$ cat config.mk
export PLATFORM = sky130hd
export DESIGN_NAME = player_pose_ctrl
export DESIGN_NICKNAME = d
export VERILOG_FILES = /design/src/rtl/player_pose_ctrl.sv
export SDC_FILE = /design/constraint.sdc
export NUM_CORES = 1
export LEC_CHECK = 0
export BUFFER_PORTS_ARGS = -buffer_cell sky130_fd_sc_hd__buf_2
export CAP_MARGIN = 15
export CORE_UTILIZATION = 35
export CTS_BUF_LIST = sky130_fd_sc_hd__clkbuf_4
export CTS_CLUSTER_DIAMETER = 30
export DETAILED_ROUTE_END_ITERATION = 16
export HOLD_SLACK_MARGIN = 0.03
export PLACE_DENSITY = 0.59
export SETUP_SLACK_MARGIN = 0.15
export SLEW_MARGIN = 20
export SYNTH_ARGS = -nofsm -noshare
export SYNTH_HDL_FRONTEND = slang
export SYNTH_SLANG_ARGS = --single-unit
$ cat constraint.sdc
create_clock -name clk -period 2.9 [get_ports clk]
set_clock_uncertainty 0.15 [all_clocks]
set_input_delay 0.58 -clock clk [delete_from_list [all_inputs] [get_ports clk]]
set_output_delay 0.58 -clock clk [all_outputs]
set_load 0.02 [all_outputs]
$ cat src/rtl/player_pose_ctrl.sv
// player_pose_ctrl: grid position and heading for the raycaster.
// Forward steps are bounds-checked, then confirmed by a map query.
module player_pose_ctrl #(
  parameter int COORD_W     = 4,
  parameter int MAP_W       = 16,
  parameter int MAP_H       = 16,
  parameter int START_X     = 1,
  parameter int START_Y     = 1,
  parameter int START_DIR   = 0,
  parameter int ACK_TIMEOUT = 15
) (
  input  logic               clk,
  input  logic               rst,
  input  logic               rotateN90_press,
  input  logic               forward_press,
  input  logic               rotate90_press,
  output logic               wall_req,
  output logic [COORD_W-1:0] wall_x,
  output logic [COORD_W-1:0] wall_y,
  input  logic               wall_ack,
  input  logic               wall_hit,
  output logic [COORD_W-1:0] pos_x,
  output logic [COORD_W-1:0] pos_y,
  output logic [1:0]         heading,
  output logic               busy,
  output logic               moved,
  output logic               bumped
);

  localparam int CNT_W = $clog2(ACK_TIMEOUT + 1);

  localparam logic [COORD_W-1:0] X_MAX  = COORD_W'(MAP_W - 1);
  localparam logic [COORD_W-1:0] Y_MAX  = COORD_W'(MAP_H - 1);
  localparam logic [COORD_W-1:0] C_ONE  = COORD_W'(1);
  localparam logic [CNT_W-1:0]   N_LAST = CNT_W'(ACK_TIMEOUT - 1);
  localparam logic [CNT_W-1:0]   N_ONE  = CNT_W'(1);

  typedef enum logic {
    IDLE,
    QUERY
  } state_t;

  state_t             state_q, state_d;
  logic [COORD_W-1:0] pos_x_q, pos_x_d;
  logic [COORD_W-1:0] pos_y_q, pos_y_d;
  logic [1:0]         heading_q, heading_d;
  logic [COORD_W-1:0] wall_x_q, wall_x_d;
  logic [COORD_W-1:0] wall_y_q, wall_y_d;
  logic [CNT_W-1:0]   cnt_q, cnt_d;
  logic               moved_q, moved_d;
  logic               bumped_q, bumped_d;

  logic [2:0]         press;
  logic [COORD_W-1:0] tgt_x;
  logic [COORD_W-1:0] tgt_y;
  logic               oob;

  assign press = {rotateN90_press, forward_press, rotate90_press};

  // Target cell one step along the heading, and whether it leaves the map.
  always_comb begin
    tgt_x = pos_x_q;
    tgt_y = pos_y_q;
    oob   = 1'b0;
    case (heading_q)
      2'd0: begin
        oob   = (pos_y_q == '0);
        tgt_y = pos_y_q - C_ONE;
      end
      2'd1: begin
        oob   = (pos_x_q == X_MAX);
        tgt_x = pos_x_q + C_ONE;
      end
      2'd2: begin
        oob   = (pos_y_q == Y_MAX);
        tgt_y = pos_y_q + C_ONE;
      end
      default: begin
        oob   = (pos_x_q == '0);
        tgt_x = pos_x_q - C_ONE;
      end
    endcase
  end

  always_comb begin
    state_d   = state_q;
    pos_x_d   = pos_x_q;
    pos_y_d   = pos_y_q;
    heading_d = heading_q;
    wall_x_d  = wall_x_q;
    wall_y_d  = wall_y_q;
    cnt_d     = cnt_q;
    moved_d   = 1'b0;
    bumped_d  = 1'b0;
    unique case (state_q)
      IDLE: begin
        // Only a single press is a command; anything else is a no-op.
        case (press)
          3'b001: heading_d = heading_q + 2'd1;
          3'b100: heading_d = heading_q - 2'd1;
          3'b010: begin
            if (oob) begin
              bumped_d = 1'b1;
            end else begin
              wall_x_d = tgt_x;
              wall_y_d = tgt_y;
              cnt_d    = '0;
              state_d  = QUERY;
            end
          end
          default: ;
        endcase
      end
      QUERY: begin
        if (wall_ack) begin
          state_d = IDLE;
          if (wall_hit) begin
            bumped_d = 1'b1;
          end else begin
            pos_x_d = wall_x_q;
            pos_y_d = wall_y_q;
            moved_d = 1'b1;
          end
        end else if (cnt_q == N_LAST) begin
          state_d  = IDLE;
          bumped_d = 1'b1;
        end else begin
          cnt_d = cnt_q + N_ONE;
        end
      end
    endcase
  end

  always_ff @(posedge clk or posedge rst) begin
    if (rst) begin
      state_q   <= IDLE;
      pos_x_q   <= COORD_W'(START_X);
      pos_y_q   <= COORD_W'(START_Y);
      heading_q <= 2'(START_DIR);
      wall_x_q  <= '0;
      wall_y_q  <= '0;
      cnt_q     <= '0;
      moved_q   <= 1'b0;
      bumped_q  <= 1'b0;
    end else begin
      state_q   <= state_d;
      pos_x_q   <= pos_x_d;
      pos_y_q   <= pos_y_d;
      heading_q <= heading_d;
      wall_x_q  <= wall_x_d;
      wall_y_q  <= wall_y_d;
      cnt_q     <= cnt_d;
      moved_q   <= moved_d;
      bumped_q  <= bumped_d;
    end
  end

  assign wall_req = (state_q == QUERY);
  assign busy     = (state_q == QUERY);
  assign wall_x   = wall_x_q;
  assign wall_y   = wall_y_q;
  assign pos_x    = pos_x_q;
  assign pos_y    = pos_y_q;
  assign heading  = heading_q;
  assign moved    = moved_q;
  assign bumped   = bumped_q;

endmodule

* After elaboration in Yosys (flattened, before gate mapping)
Index checks and enable logic that the tools add are counted.
** Word-level totals
- Flip-flop bits (word level) :: 25
- Bits of input ports :: 7
- Logic and storage cells :: 63
** Cells by class
- Add/sub/neg operators :: 7
- Equality and inequality tests :: 12
- Multiplexer cells :: 23
- Bitwise gates (word level) :: 3
- Reductions and logical operators :: 9
** Operators by type and width (count)
- case mux 4 bit (2 select lines) :: 3
- two-way mux 4 bit :: 4
- adder 4 x 1 -> 4 bit, second input constant :: 3
- == test 4 bit, second input constant :: 3
- two-way mux 1 bit :: 12
- logical NOT 4 bit :: 2
- subtractor 4 x 1 -> 4 bit, second input constant :: 2
- != test 2 bit, second input constant :: 3
- AND reduction 3 bit :: 2
- case mux 1 bit (2 select lines) :: 2
- case mux 2 bit (2 select lines) :: 1
- AND reduction 4 bit :: 1
- == test 3 x 1 -> 1 bit, second input constant :: 1
- == test 3 x 2 -> 1 bit, second input constant :: 1
- == test 3 bit, second input constant :: 1
- NOT 1 bit :: 3
- case mux 1 bit (3 select lines) :: 1
- adder 2 x 1 -> 2 bit, second input constant :: 1
- == test 2 x 1 -> 1 bit, second input constant :: 1
- == test 2 bit, second input constant :: 1
- logical NOT 2 bit :: 1
- != test 2 x 1 -> 1 bit, second input constant :: 1
- AND reduction 2 bit :: 1
- nonzero test 2 bit :: 1
- other kinds (2) :: 2

* Longest topological paths before layout
- Depth after elaboration :: 5
- Depth in mapped cells :: 9

* Worst setup path before layout
No wires, ideal clock.
- Path type :: register to register
- From :: register heading_q[0], in the netlist heading[0]
- To :: register wall_x_q[3], in the netlist wall_x[3]
- Data arrival time :: 2.211 ns
- Setup slack :: 0.414 ns
- Stages on the path, launching flop included :: 8
- Buffers on the path :: 0
- Path through :: dfrtp_1 ha_1 inv_1 ha_1 or4_1 o221ai_1 o211ai_1 mux2_4
** Between the ends
- Word-level cells in the longest chain between the ends :: 4
- Elaborated cells on any way between the ends :: 8
- Those cells by class :: eq/ne: 2; mux: 2; bitwise: 1; reduce/logical: 3
** Ends and longest elaborated chain
- from (decl) :: line 46 : logic [1:0] heading_q, heading_d;
- from (signal assigned) :: line 139 : heading_q <= 2'(START_DIR);
- from (signal assigned) :: line 149 : heading_q <= heading_d;
- == test 2 bit (tied with other cells) :: line 65 : case (heading_q)
- case mux 1 bit (3 select lines) :: line 65
- NOT 1 bit (no line)
- AND reduction 3 bit (no line)
- to (signal assigned) :: line 150 : wall_x_q <= wall_x_d;
- to (decl) :: line 47 : logic [COORD_W-1:0] wall_x_q, wall_x_d;
Parallel ways exist; a longest one is shown, timed or not.
A chain may end at the register's enable or synchronous reset.

* Worst setup path after layout
- From :: register heading_q[1], in the netlist heading[1]
- To :: register wall_x_q[3], in the netlist wall_x[3]
The elaborated chain is that of the path after synthesis.

==> flow_metrics.py <==
metrics = {
    "status": {
        "outcome": "complete, but fails checks",
        "violations": "DRC",
    },
    "floorplanning": {
        "num_io_pins": 29,
        "start_util_pct": 37.5,
        "die_area_um2": 5070,
        "core-area_um2": 4470,
        "fp.dieW_um": 71.2,
        "placementRows": 24,
        "die_h_um": 71.2,
    },
    "critical_path": {
        "r2r.worst_path.cells": 8,
        "worstPathCellList": "inv_1, ha_1, inv_1, ha_1, or4_1, o221ai_1, o211ai_1, mux2_4",
        "required_ns": 2.99,
        "worstSetupStartpoint": "heading[1]$_DFFE_PP0P_",
        "startpoint_type": "flop",
        "cp_slowest_cell": "or4_1",
        "cp_max_fo": 6,
        "path_delay_family": "adder cells",
        "critPathMaxStageDelay_ns": 0.48,
        "reg2reg_from": "heading[1]$_DFFE_PP0P_",
        "arrival_ns": 2.68,
        "end_kind": "flop",
        "critical_path_class": "reg -> reg",
        "critPathBufInv": 2,
        "cp.depth": 8,
    },
    "power_and_ir_drop": {
        "cellLeakagePower_nw": 0.886,
        "ir_worst_vdd_v": 0.000345,
        "p_per_area_nw_per_um2": 1160,
        "power.total_mw": 2.21,
    },
    "logic_synthesis": {
        "synth.most_common_cell": "nand2_1",
        "seq_area_frac_synth_pct": 37.5,
        "synth_ff_type": "dfrtp_1",
        "synth_top_area_cell": "dfrtp_1",
        "synthCells": 169,
        "yosysWarnings": 0,
        "syn_area_per_cell_um2": 9.92,
        "synth.area.top_cells": "dfrtp_1 34%, ha_1 8.2%, nand2_1 7.8%, dfstp_2 3.1%, mux2i_1 3.0%",
        "yosys-top-cells-count": "35 x nand2_1, 23 x dfrtp_1, 11 x ha_1, 7 x a21oi_1, 7 x inv_1",
        "synth-edff-count": 0,
        "synth_area_um2": 1680,
        "yosys.area.top_type_share_pct": 34.3,
        "synth-async-reset-ratio_pct": 100,
        "ys_ff_latch": 25,
        "synth.net_count": 189,
        "synth_cell_types": 45,
    },
    "sta": {
        "post-route-period-util_pct": 89.2,
        "fmax_mhz": 387,
        "whs_ns": 0.121,
        "relSlewSlack_pct": 75.1,
        "max_slew.worst_pin.slew_ns": 0.374,
        "period_minus_slack_ns": 2.59,
        "tns_ns": 0,
        "hold_viol_final": 0,
        "rsz0062_at_grt": "no",
        "drv_slew": 0,
        "setup_viol": 0,
        "final.setup.worst_slack_ns": 0.314,
    },
    "final_layout": {
        "antenna_cells": 0,
        "fin_cells": 253,
        "syn_to_final_growth_pct": 13.6,
        "drive_gt1_share_pct": 26.4,
        "fillCellCount": 447,
        "nNetsFinal": 222,
    },
    "route": {
        "route.detailed.drc": 1,
        "vias": 1313,
        "drt.antenna.violating_nets": 0,
        "drt_iter0_markers": 130,
        "viasPerCell": 5.19,
        "drt_wl_total_um": 3590,
        "wl_per_cell_um": 14.2,
        "dr.pass1.iters": 10,
    },
    "grt": {
        "grt_max_degree": 26,
        "grt.overflow.total": 0,
        "antenna_found_initial": 0,
        "first_global_vias": 1278,
        "grt_first_pass_wirelength_um": 6230,
        "grt_usage_pct": 15.7,
    },
    "clock_network": {
        "insertion_delay_ns": 0.33,
        "holdBufCountCts": 0,
        "cts.sinks": 25,
        "clockBufferDepth": 2,
        "htreeDepth": 1,
        "post_cts_buffers": 0,
        "cts_resized": 0,
        "cts_made_buffers": 3,
        "cts_tree": "done",
        "clockRootBuffer": "clkbuf_4",
        "cts.reportedPaths.clkPinSlew_ns": 0.15,
    },
    "placed_design": {
        "dpl.hpwl_um": 2650,
        "place_ws_ns": 0.336,
        "gp_congestion": 0.895,
        "portBuffers": 28,
        "dp_cells": 249,
    },
    "min_path": {
        "hp-class": "in -> async",
    },
    "flow_run": {
        "drv_cap": 0,
    },
}
==> area by class of cell <==
| class | count | area (um^2) | share of cell area, % |
|---|---|---|---|
| clock buffers | 3 | 22.5 | 1.18 |
| clock inverters | 1 | 5.00 | 0.263 |
| inverters | 8 | 30.0 | 1.58 |
| multi-input cells | 130 | 968 | 50.9 |
| flip-flops and latches | 25 | 628 | 33.0 |
| well taps | 52 | 65.1 | 3.42 |
| repair buffers | 34 | 185 | 9.72 |
==> final timing paths <==
path | endpoint | slack (ns)
setup / recovery | wall_x[3]$_DFFE_PP0P_ | 0.31
hold / removal | cnt_q[1]$_DFFE_PP0P_ | 0.12
setup reg to reg | wall_x[3]$_DFFE_PP0P_ | 0.31
hold reg to reg | pos_x[0]$_DFFE_PP1P_ | 0.35
max in group asynchronous | pos_x[0]$_DFFE_PP1P_ | 2.18
min in group clk | pos_x[0]$_DFFE_PP1P_ | 0.35
==> per-stage QoR <==
| stage | utilization [%] | cell area (um^2) |
|---|---|---|
| after detailed placement | 41.9 | 1880 |
| after floorplan | - | 1680 |
| after global routing | 42.6 | 1900 |
| after global placement | 41.9 | 1880 |
| final | 42.6 | 1900 |
| after CTS | 42.6 | 1900 |
==> cells in the final DEF, fill, tap and decap left out, types with 2 or more instances in the layout <==
| master | n |
|---|---|
| buf_2 | 28 |
| nor4b_1 | 2 |
| a31oi_1 | 6 |
| nor4_1 | 3 |
| nand3b_1 | 2 |
| xnor2_1 | 5 |
| or4b_4 | 2 |
| nor3_1 | 2 |
| o21ai_0 | 6 |
| nor2_1 | 4 |
| a2111o_1 | 2 |
| mux2_2 | 3 |
| dfstp_2 | 2 |
| a21o_1 | 2 |
| ha_1 | 11 |
| nand2b_1 | 6 |
| mux2_4 | 3 |
| a21oi_1 | 7 |
| nand2_1 | 35 |
| buf_4 | 6 |
| mux2i_1 | 5 |
| nand3_1 | 3 |
| nand4_1 | 3 |
| fa_1 | 2 |
| clkbuf_4 | 3 |
| inv_1 | 7 |
| dfrtp_1 | 23 |
==> state kept, by name, summed over array words and instances (netlist names) <==
register and flops:
cnt_q 4, pos_x 4, pos_y 4, wall_x 4, wall_y 4, heading 2, bumped 1, busy 1
moved 1
==> report_power, final <==
part | internal, mW | leakage (nW) | switching, mW
clock | 0.0519 | 0.0177 | 0.115
combinational | 0.586 | 0.558 | 0.742
sequential | 0.501 | 0.310 | 0.212
total | 1.14 | 0.886 | 1.07
==> cell families after synthesis <==
| kind of cell | Yosys count | synth area share, % |
|---|---|---|
| adders and majority gates | 13 | 10.6 |
| muxes | 11 | 7.69 |
| and+or+nand+nor | 69 | 22.5 |
| AOI/OAI and AO/OA | 32 | 14.4 |
| DFF | 25 | 37.5 |
| xor gates and xnor gates | 5 | 2.61 |
| buffers and inverters | 14 | 4.78 |
==> worst min-delay path, stage by stage <==
cell and delay [ns]:
buf_2 0.09, inv_1 0.04, buf_4 0.31
==> per-layer routing <==
metal / routed length [um] / share of wire, % / GRT usage, % / up-vias
met2: 1600 / 45 / 24.8 / 21
met1: 1860 / 52 / 21.9 / 614
met5: 0 / 0 / 0 / -
li1: - / - / - / 674
met4: 52 / 1.4 / 5.33 / 0
met3: 79 / 2.2 / 2.53 / 4
(Power assumes the default switching activity.)
